File: src/rtl/uart_tx_packetizer.sv
// uart_tx_packetizer
// Buffers parallel words in a small FIFO and serialises each one as an
// asynchronous UART frame: start bit, data LSB first, optional parity bit,
// then one or two stop bits. Every output comes straight from a flop.
module uart_tx_packetizer #(
    parameter int DATA_BITS    = 8,
    parameter int DEPTH        = 16,
    parameter int CLKS_PER_BIT = 434,
    parameter int PARITY       = 0,
    parameter int STOP_BITS    = 1
) (
    input  logic                         clk,
    input  logic                         rst,
    input  logic [DATA_BITS-1:0]         data_in,
    input  logic                         data_valid,
    input  logic                         tx_ready,
    output logic                         serial_out,
    output logic                         tx_busy,
    output logic                         fifo_full,
    output logic                         fifo_empty,
    output logic [$clog2(DEPTH+1)-1:0]   fifo_count,
    output logic                         overflow
);

    localparam int AW = $clog2(DEPTH);
    localparam int CW = $clog2(DEPTH + 1);
    localparam int BW = $clog2(CLKS_PER_BIT);
    // One bit counter serves both the data bits and the stop bits.
    localparam int NW = $clog2(DATA_BITS + 1);

    typedef enum logic [2:0] {
        S_IDLE   = 3'd0,
        S_START  = 3'd1,
        S_DATA   = 3'd2,
        S_PARITY = 3'd3,
        S_STOP   = 3'd4
    } state_t;

    // Even parity makes the total count of ones even (plain XOR of the word);
    // odd parity is its complement.
    function automatic logic parity_of(input logic [DATA_BITS-1:0] word);
        logic p;
        p = ^word;
        return (PARITY == 2) ? ~p : p;
    endfunction

    // ------------------------------------------------------------------
    // FIFO storage and bookkeeping
    // ------------------------------------------------------------------
    logic [DATA_BITS-1:0] mem_q [DEPTH];

    logic [AW-1:0] wr_ptr_q, wr_ptr_d;
    logic [AW-1:0] rd_ptr_q, rd_ptr_d;
    logic [CW-1:0] count_q, count_d;
    logic          full_q, full_d;
    logic          empty_q, empty_d;
    logic          overflow_q, overflow_d;

    logic push;
    logic pop;
    logic start_frame;

    // ------------------------------------------------------------------
    // Frame sequencer state
    // ------------------------------------------------------------------
    state_t               state_q, state_d;
    logic [BW-1:0]        baud_q, baud_d;
    logic [NW-1:0]        bit_q, bit_d;
    logic [DATA_BITS-1:0] shift_q, shift_d;
    logic                 par_q, par_d;
    logic                 serial_q, serial_d;
    logic                 busy_q, busy_d;

    logic tick;
    logic last_data;
    logic last_stop;

    assign tick      = (baud_q == BW'(CLKS_PER_BIT - 1));
    assign last_data = (bit_q == NW'(DATA_BITS - 1));
    assign last_stop = (bit_q == NW'(STOP_BITS - 1));

    // A frame may only be launched from IDLE; tx_ready is ignored elsewhere,
    // so dropping it mid-frame never truncates the frame in flight.
    assign start_frame = (state_q == S_IDLE) && !empty_q && tx_ready;

    // Fullness is judged on the registered flag, so a write into a full FIFO
    // is dropped even when the sequencer pops on the same edge.
    assign push = data_valid && !full_q;
    assign pop  = start_frame;

    // FIFO next-state: pointers, occupancy, flags and overflow pulse.
    always_comb begin
        wr_ptr_d   = push ? wr_ptr_q + AW'(1) : wr_ptr_q;
        rd_ptr_d   = pop  ? rd_ptr_q + AW'(1) : rd_ptr_q;
        count_d    = count_q;
        if (push && !pop) begin
            count_d = count_q + CW'(1);
        end else if (!push && pop) begin
            count_d = count_q - CW'(1);
        end
        full_d     = (count_d == CW'(DEPTH));
        empty_d    = (count_d == '0);
        overflow_d = data_valid && full_q;
    end

    // FIFO control flops; contents are left alone on reset since the
    // pointers alone decide what is valid.
    always_ff @(posedge clk or posedge rst) begin
        if (rst) begin
            wr_ptr_q   <= '0;
            rd_ptr_q   <= '0;
            count_q    <= '0;
            full_q     <= 1'b0;
            empty_q    <= 1'b1;
            overflow_q <= 1'b0;
        end else begin
            wr_ptr_q   <= wr_ptr_d;
            rd_ptr_q   <= rd_ptr_d;
            count_q    <= count_d;
            full_q     <= full_d;
            empty_q    <= empty_d;
            overflow_q <= overflow_d;
        end
    end

    // FIFO storage write port.
    always_ff @(posedge clk) begin
        if (push) begin
            mem_q[wr_ptr_q] <= data_in;
        end
    end

    // Sequencer state register.
    always_ff @(posedge clk or posedge rst) begin
        if (rst) begin
            state_q <= S_IDLE;
        end else begin
            state_q <= state_d;
        end
    end

    // Sequencer next-state: each state lasts whole bit periods, advancing on
    // the baud terminal count; PARITY is bypassed when parity is disabled.
    always_comb begin
        state_d = state_q;
        case (state_q)
            S_IDLE: begin
                if (start_frame) state_d = S_START;
            end
            S_START: begin
                if (tick) state_d = S_DATA;
            end
            S_DATA: begin
                if (tick && last_data) state_d = (PARITY != 0) ? S_PARITY : S_STOP;
            end
            S_PARITY: begin
                if (tick) state_d = S_STOP;
            end
            S_STOP: begin
                if (tick && last_stop) state_d = S_IDLE;
            end
            default: state_d = S_IDLE;
        endcase
    end

    // Baud/bit counters, shift register and parity bit for the current frame.
    always_comb begin
        baud_d  = baud_q;
        bit_d   = bit_q;
        shift_d = shift_q;
        par_d   = par_q;
        if (state_q == S_IDLE) begin
            baud_d = '0;
            bit_d  = '0;
            if (start_frame) begin
                shift_d = mem_q[rd_ptr_q];
                par_d   = parity_of(mem_q[rd_ptr_q]);
            end
        end else if (tick) begin
            baud_d = '0;
            // Bit count restarts whenever a new state begins.
            bit_d  = (state_d != state_q) ? '0 : bit_q + NW'(1);
            // Shift only between data bits; entering DATA presents bit 0 as is.
            if ((state_q == S_DATA) && (state_d == S_DATA)) begin
                shift_d = shift_q >> 1;
            end
        end else begin
            baud_d = baud_q + BW'(1);
        end
    end

    // Output decode from the next state so the line and busy flag are
    // registered yet change on the same edge as the state.
    always_comb begin
        busy_d = (state_d != S_IDLE);
        case (state_d)
            S_START:  serial_d = 1'b0;
            S_DATA:   serial_d = shift_d[0];
            S_PARITY: serial_d = par_d;
            default:  serial_d = 1'b1;
        endcase
    end

    // Control flops of the sequencer; reset drives the line high at once.
    always_ff @(posedge clk or posedge rst) begin
        if (rst) begin
            baud_q   <= '0;
            bit_q    <= '0;
            serial_q <= 1'b1;
            busy_q   <= 1'b0;
        end else begin
            baud_q   <= baud_d;
            bit_q    <= bit_d;
            serial_q <= serial_d;
            busy_q   <= busy_d;
        end
    end

    // Frame data flops; only meaningful while a frame is in flight.
    always_ff @(posedge clk) begin
        shift_q <= shift_d;
        par_q   <= par_d;
    end

    assign serial_out = serial_q;
    assign tx_busy    = busy_q;
    assign fifo_full  = full_q;
    assign fifo_empty = empty_q;
    assign fifo_count = count_q;
    assign overflow   = overflow_q;

endmodule

File: config.mk
export PLATFORM = sky130hd
export DESIGN_NAME = uart_tx_packetizer
export DESIGN_NICKNAME = d
export VERILOG_FILES = /design/src/rtl/uart_tx_packetizer.sv
export SDC_FILE = /design/constraint.sdc
export NUM_CORES = 1
export LEC_CHECK = 0
export CORE_MARGIN = 4
export CORE_UTILIZATION = 61
export CTS_CLUSTER_SIZE = 25
export DETAILED_ROUTE_END_ITERATION = 8
export GPL_ROUTABILITY_DRIVEN = 0
export PLACE_DENSITY = 0.9
export SYNTH_ARGS = -nofsm -noshare
export SYNTH_HDL_FRONTEND = slang
export SYNTH_SLANG_ARGS = --single-unit
File: constraint.sdc
create_clock -name clk -period 2.7 [get_ports clk]
set_input_delay 0.27 -clock clk [delete_from_list [all_inputs] [get_ports clk]]
set_output_delay 0.27 -clock clk [all_outputs]
set_load 0.05 [all_outputs]
==> flow_metrics.py, run 1 <==
metrics = {
    "status": {
        "status": "complete, no violations",
    },
    "worst_setup_path": {
        "worstReg2RegEnd": "par_q$_DFF_P_",
        "r2r-start": "rd_ptr_q[0]$_DFFE_PP0N_",
        "crit_arrival_ns": 2.93,
        "worst_setup_path_end_kind": "flip-flop",
        "reg2reg_slack_ns": 0.09,
        "required_ns": 3.02,
        "start_kind": "flip-flop",
        "rr_worst_depth": 7,
        "worstPathMaxFanout": 10,
        "crit_type": "flip-flop to flip-flop",
    },
    "power": {
        "leakagePower_nw": 2.87,
        "peakVddDrop_v": 0.000635,
        "cellPowerDensity_nw_per_um2": 810,
    },
    "synth": {
        "synth.most_common_cell": "edfxtp_1",
        "synth.cell_area_um2": 7250,
        "netlist_top_cells_count": "edfxtp_1, nand2_1, dfrtp_1",
        "synth_edf_count": 135,
        "synthDominantCellAreaShare_pct": 55.9,
        "ys_seq_area_share_pct": 68.2,
        "synth_nets": 473,
        "synth_warnings": 0,
        "synth_area_leaders": "edfxtp_1, dfrtp_1, mux4_1",
        "synth_top_area_cell": "edfxtp_1",
        "syn_inst": 450,
        "synthDistinctLibCells": 52,
        "ys_seq_elements": 171,
        "synthArstFlopShare_pct": 19.9,
        "synth_flop_cell": "edfxtp_1",
        "syn_avg_cell_area_um2": 16.1,
    },
    "clock_network": {
        "clock_path_buffers": 2,
        "post_cts_buffers": 0,
        "postCtsResizedCells": 0,
        "clock_sinks": 171,
        "root_buffer": "clkbuf_16",
        "clk_pin_slew_ns": 0.06,
        "clock_latency_ns": 0.43,
        "cts_tree": "done",
        "cts-htree-levels": 4,
        "cts_made_buffers": 17,
        "ctsHoldBuffers": 0,
    },
    "grt": {
        "grt_pass1_wl_mm": 23.0,
        "grt_pass1_vias": 4148,
        "grt_max_degree": 35,
        "grt_overflow_total": 0,
        "antenna_found_initial": 0,
        "grt_usage_pct": 23.5,
    },
    "place": {
        "dp_slack_ns": 0.0830,
        "dp.cells": 620,
        "port_buffers": 21,
        "dp_hpwl_mm": 9.50,
    },
    "finish": {
        "areaGrowthSynthToFinish_pct": 14.4,
        "diodes": 0,
        "drive_gt1_share_pct": 16.5,
        "fin_util_pct": 72.0,
        "instances_no_fill": 651,
        "fillerInstances": 683,
        "nets": 519,
    },
    "die": {
        "fp.dieH_um": 117,
        "core_area_um2": 11500,
        "die_area_um2": 13700,
        "initial_core_util_pct": 63.0,
        "pin_count": 22,
        "rows": 39,
        "die_w_um": 117,
    },
    "timing": {
        "tightest_slew_ns": 0.717,
        "grt_setup_unrepaired": "no",
        "layout_setup_ws_ns": 0.0915,
        "finalClockSkew_ns": 0.0133,
        "min_period_ns": 2.61,
        "finalSetupViolCount": 0,
        "period_share_pct": 96.6,
        "tns_ns": 0,
        "timing.fmax_mhz": 383,
        "hold_viol": 0,
        "slew_headroom_pct": 52.2,
        "slew_violations": 0,
        "whs_ns": 0.252,
    },
    "drt": {
        "drt_iter0_markers": 419,
        "drc": 0,
        "wirelength_mm": 14.8,
        "viasPerCell": 6.32,
        "first_pass_iters": 5,
        "postRouteAntennaNets": 0,
        "vias": 4113,
        "wire_per_inst_um": 22.8,
    },
    "job": {
        "drv_cap": 0,
    },
    "worst_hold_path": {
        "worstHoldPathType": "input port to async pin",
    },
}
worst max-delay path by stage:
stage,startpoint,to,cells past startpoint
final,rd_ptr_q[0]$_DFFE_PP0N_,par_q$_DFF_P_,7
after global routing,rd_ptr_q[0]$_DFFE_PP0N_,par_q$_DFF_P_,7
after CTS,rd_ptr_q[0]$_DFFE_PP0N_,par_q$_DFF_P_,7
after detailed placement,rd_ptr_q[0]$_DFFE_PP0N_,par_q$_DFF_P_,7
after global placement,rd_ptr_q[0]$_DFFE_PP0N_,par_q$_DFF_P_,7
after floorplan,fifo_full$_DFF_PP0_,mem_q[3][0]$_DFFE_PP_,5
flip-flops by register name, indices dropped and copies added (netlist names):
register	count
mem_q	128
baud_q	9
shift_q	8
fifo_count	5
bit_q	4
rd_ptr_q	4
wr_ptr_q	4
state_q	3
fifo_empty	1
fifo_full	1
overflow	1
par_q	1
serial_out	1
tx_busy	1
cell type report:
class,instances,area [um2],area share (%)
sequential,171,4950,59.7
multi-input combinational,247,2100,25.3
timing repair buffer,49,433,5.22
clock buffer,18,429,5.18
tap,143,179,2.16
clock inverter,13,166,2.01
inverter,10,37.5,0.453
where the power goes:
part | switching [W] | internal (W)
logic | 0.000608 | 0.000357
registers | 0.000165 | 0.00313
clock network | 0.00100 | 0.00146
total | 0.00177 | 0.00494
critical path, stage by stage, from the launching register on:
cell,delay (ns)
dfrtp_4,0.55
mux4_1,0.60
mux2_2,0.28
a22oi_1,0.30
xor2_1,0.24
xnor3_1,0.27
xnor2_1,0.18
o21ai_1,0.07
stage by stage:
stage,cell area [um2],total power [W]
3_3_place_gp,7690,0.00423
5_1_grt,8290,0.00696
6_report,8290,0.00672
4_1_cts,8290,0.00675
3_5_place_dp,7690,0.00430
2_1_floorplan,7250,0.00391
cells in the final DEF, fill, tap and decap left out, types with 10 or more instances in the layout:
| cell | netlist | routed |
|---|---|---|
| mux4_2 | 12 | 12 |
| dfrtp_1 | 32 | 31 |
| clkdlybuf4s50_1 | 0 | 21 |
| edfxtp_1 | 135 | 135 |
| xnor2_1 | 15 | 15 |
| ha_1 | 11 | 11 |
| o21ai_0 | 11 | 11 |
| nor2_1 | 30 | 30 |
| buf_4 | 4 | 27 |
| clkbuf_16 | 0 | 17 |
| inv_1 | 10 | 10 |
| nand2_1 | 36 | 36 |
| mux4_1 | 11 | 11 |
| mux2i_1 | 20 | 20 |
kinds of logic after synthesis:
family	synth area share [%]
muxes	11.4
AOI/OAI and AO/OA	4.97
xor gates and xnor gates	3.19
buffers and inverters	2.86
adders and majority gates	2.17
and+or+nand+nor	7.16
DFF	68.2
metal layers:
| metal | vias up | GRT usage, % | share of wire [%] |
|---|---|---|---|
| met1 | 2079 | 28.5 | 39 |
| li1 | 1816 | - | - |
| met2 | 189 | 40.2 | 52 |
| met4 | 0 | 8.03 | 1.8 |
| met3 | 29 | 7.40 | 6.9 |
| met5 | - | 0 | 0 |
(Power assumes the default switching activity.)
==> inputs of run 2 (changes only) <==
--- a/config.mk
+++ b/config.mk
@@ -5,12 +5,14 @@
 export SDC_FILE = /design/constraint.sdc
 export NUM_CORES = 1
 export LEC_CHECK = 0
+export ABC_AREA = 1
 export CORE_MARGIN = 4
 export CORE_UTILIZATION = 61
 export CTS_CLUSTER_SIZE = 25
 export DETAILED_ROUTE_END_ITERATION = 8
 export GPL_ROUTABILITY_DRIVEN = 0
 export PLACE_DENSITY = 0.9
+export SKIP_LAST_GASP = 1
 export SYNTH_ARGS = -nofsm -noshare
 export SYNTH_HDL_FRONTEND = slang
 export SYNTH_SLANG_ARGS = --single-unit
==> run 2 against run 1 <==
Setup slack gained 0.32 ns; synthesized cell count grew 74%; critical path depth grew 9; wire length rose by 17%; critical endpoint is now serial_out$_DFF_PP1_; largest cell class unchanged; highest routed layer unchanged.
==> flow_metrics.py, run 2 <==
metrics = {
    "place": {
        "dpl_cell_area_um2": 8260,
        "dp_hpwl_mm": 10.6,
        "port_buffers": 21,
    },
    "clock_network": {
        "postCtsResizedCells": 0,
        "clock_latency_ns": 0.43,
        "root_buffer": "clkbuf_16",
        "clk_pin_slew_ns": 0.06,
        "cts_tree": "done",
        "cts_made_buffers": 17,
        "ctsHoldBuffers": 0,
        "clock_sinks": 171,
        "clock_path_buffers": 2,
        "cts-htree-levels": 4,
        "post_cts_buffers": 0,
    },
    "grt": {
        "grt_pass1_vias": 5460,
        "use_met2_pct": 41.1,
        "grt_max_degree": 66,
        "use_met3_pct": 6.22,
        "grt_busiest_layer": "met2",
        "grt_pass1_wl_mm": 28.1,
        "antenna_found_initial": 0,
        "grt_overflow_total": 0,
        "grt_use_met1_pct": 32.8,
        "grt_usage_pct": 25.2,
    },
    "synth": {
        "netlist_top_cells_count": "nand2_1, edfxtp_1, inv_1",
        "syn_avg_cell_area_um2": 9.90,
        "synth_top_family_by_area": "simple AND/OR/NAND/NOR gates",
        "yosys.area_share.xor_xnor_pct": 1.47,
        "synthDominantCellAreaShare_pct": 52.2,
        "synth_nets": 807,
        "synth-compound-area-share_pct": 4.08,
        "synth_flop_cell": "edfxtp_1",
        "synthArstFlopShare_pct": 19.9,
        "synthMuxAreaShare_pct": 0,
        "synth_area_leaders": "edfxtp_1, nand2_1, dfrtp_1",
        "synth.most_common_cell": "nand2_1",
        "ys_seq_elements": 171,
        "synth_top_area_cell": "edfxtp_1",
        "syn_inst": 784,
        "synth_warnings": 0,
        "synth_edf_count": 135,
        "synth.cell_area_um2": 7760,
        "synth_simple_gate_area_share_pct": 22.3,
        "synthDistinctLibCells": 39,
        "ys_seq_area_share_pct": 63.8,
        "synthAdderAreaFrac_pct": 1.77,
    },
    "worst_setup_path": {
        "worst_setup_path_end_kind": "flip-flop",
        "required_ns": 3.07,
        "crit_arrival_ns": 2.65,
        "r2r-start": "rd_ptr_q[1]$_DFFE_PP0N_",
        "start_kind": "flip-flop",
        "worstPathMaxFanout": 26,
        "crit_start": "rd_ptr_q[1]$_DFFE_PP0N_",
        "rr_worst_depth": 16,
        "crit_type": "flip-flop to flip-flop",
        "worstReg2RegEnd": "serial_out$_DFF_PP1_",
        "reg2reg_slack_ns": 0.41,
    },
    "timing": {
        "min_period_ns": 2.29,
        "tightest_slew_ns": 0.781,
        "finalClockSkew_ns": 0.00770,
        "finalSetupViolCount": 0,
        "period_share_pct": 84.7,
        "slew_headroom_pct": 47.7,
        "hold_viol": 0,
        "tns_ns": 0,
        "timing.fmax_mhz": 437,
        "grt_setup_unrepaired": "no",
        "slew_violations": 0,
    },
    "finish": {
        "largest_reg_flops": 128,
        "top_regs": "mem_q (128), baud_q (9), shift_q (8)",
        "diodes": 0,
        "multi_input_area_um2": 2300,
        "drive_gt1_share_pct": 8.73,
        "fillerInstances": 772,
        "final_cell_area_um2": 8840,
        "layout_common_cells": "nand2_1, edfxtp_1, inv_1",
        "top_register": "mem_q",
        "layout.area.seq_um2": 4950,
        "layout_commonest_cell": "nand2_1",
        "areaGrowthSynthToFinish_pct": 14.0,
        "nets": 846,
    },
    "die": {
        "pin_count": 22,
        "initial_core_util_pct": 63.5,
        "die_area_um2": 14600,
        "fp.dieH_um": 121,
        "rows": 40,
        "core_area_um2": 12200,
        "die_w_um": 121,
    },
    "drt": {
        "first_pass_iters": 6,
        "vias": 5707,
        "wirelength_mm": 17.4,
        "drc": 0,
        "drt_iter0_markers": 761,
        "postRouteAntennaNets": 0,
        "viasPerCell": 5.68,
        "wire_per_inst_um": 17.3,
    },
    "power": {
        "cellPowerDensity_nw_per_um2": 1100,
        "peakVddDrop_v": 0.000598,
        "leakagePower_nw": 3.78,
    },
    "job": {
        "drv_cap": 0,
    },
    "worst_hold_path": {
        "worstHoldPathType": "input port to async pin",
    },
    "status": {
        "status": "complete, no violations",
    },
}
-- run 2: routing by layer --
layer,vias up,part of all wire (%)
li1,2655,-
met1,2676,38
met5,-,0
met4,0,2.9
met3,50,9.5
met2,326,50
-- run 2: how the worst max path moves through the flow --
| stage | to | slack (ns) |
|---|---|---|
| finish | serial_out$_DFF_PP1_ | 0.41 |
| floorplan | mem_q[11][0]$_DFFE_PP_ | 0.68 |
| detailed placement | mem_q[2][5]$_DFFE_PP_ | 0.34 |
| global route | serial_out$_DFF_PP1_ | 0.12 |
| CTS | serial_out$_DFF_PP1_ | 0.47 |
| global placement | mem_q[2][5]$_DFFE_PP_ | 0.40 |
-- run 2: critical path: stages (launching register included) --
cell and delay, ns:
dfrtp_1 0.40, inv_2 0.38, buf_12 0.22, nand3_1 0.10, nand3_1 0.13, nand3_1 0.09, nand2_1 0.21, inv_1 0.10
nand2_1 0.07, nand2_1 0.05, nand2_1 0.06, nand2_1 0.05, nand2_1 0.06, nand2_1 0.07, nand2_1 0.06, nand3_1 0.07
nand2_1 0.09
-- run 2: area by class of cell --
class,instances,area share [%]
sequential,171,55.9
multi-input combinational,490,26.0
clock buffer,21,4.98
timing repair buffer,45,4.84
inverter,98,4.22
tap,168,2.38
clock inverter,11,1.64
-- run 2: report_power, final --
| part | internal [W] | switching (W) |
|---|---|---|
| registers | 0.00324 | 0.000260 |
| logic | 0.00120 | 0.00260 |
| clock network | 0.00145 | 0.000972 |
| total | 0.00590 | 0.00383 |
-- run 2: through the flow --
step | setup slack, ns | cells | hold WS, ns | total power (W) | util, %
floorplan | 0.677 | 784 | 0.369 | 0.00621 | -
global placement | 0.402 | 972 | 0.472 | 0.00703 | 67.6
detailed placement | 0.339 | 972 | 0.492 | 0.00717 | 67.6
CTS | 0.473 | 1004 | 0.295 | 0.00965 | 72.4
global route | 0.116 | 1004 | 0.337 | 0.0103 | 72.4
finish | 0.413 | 1004 | 0.281 | 0.00973 | 72.4
-- run 2: kinds of logic (layout without fill, tap and decap cells) --
group,Yosys count,in the layout
AND/OR/NAND/NOR,411,411
flip-flops,171,171
buffers and inverters,123,175
AO/OA/AOI/OAI,55,55
XOR/XNOR,13,13
adder cells (fa/ha/maj),11,11
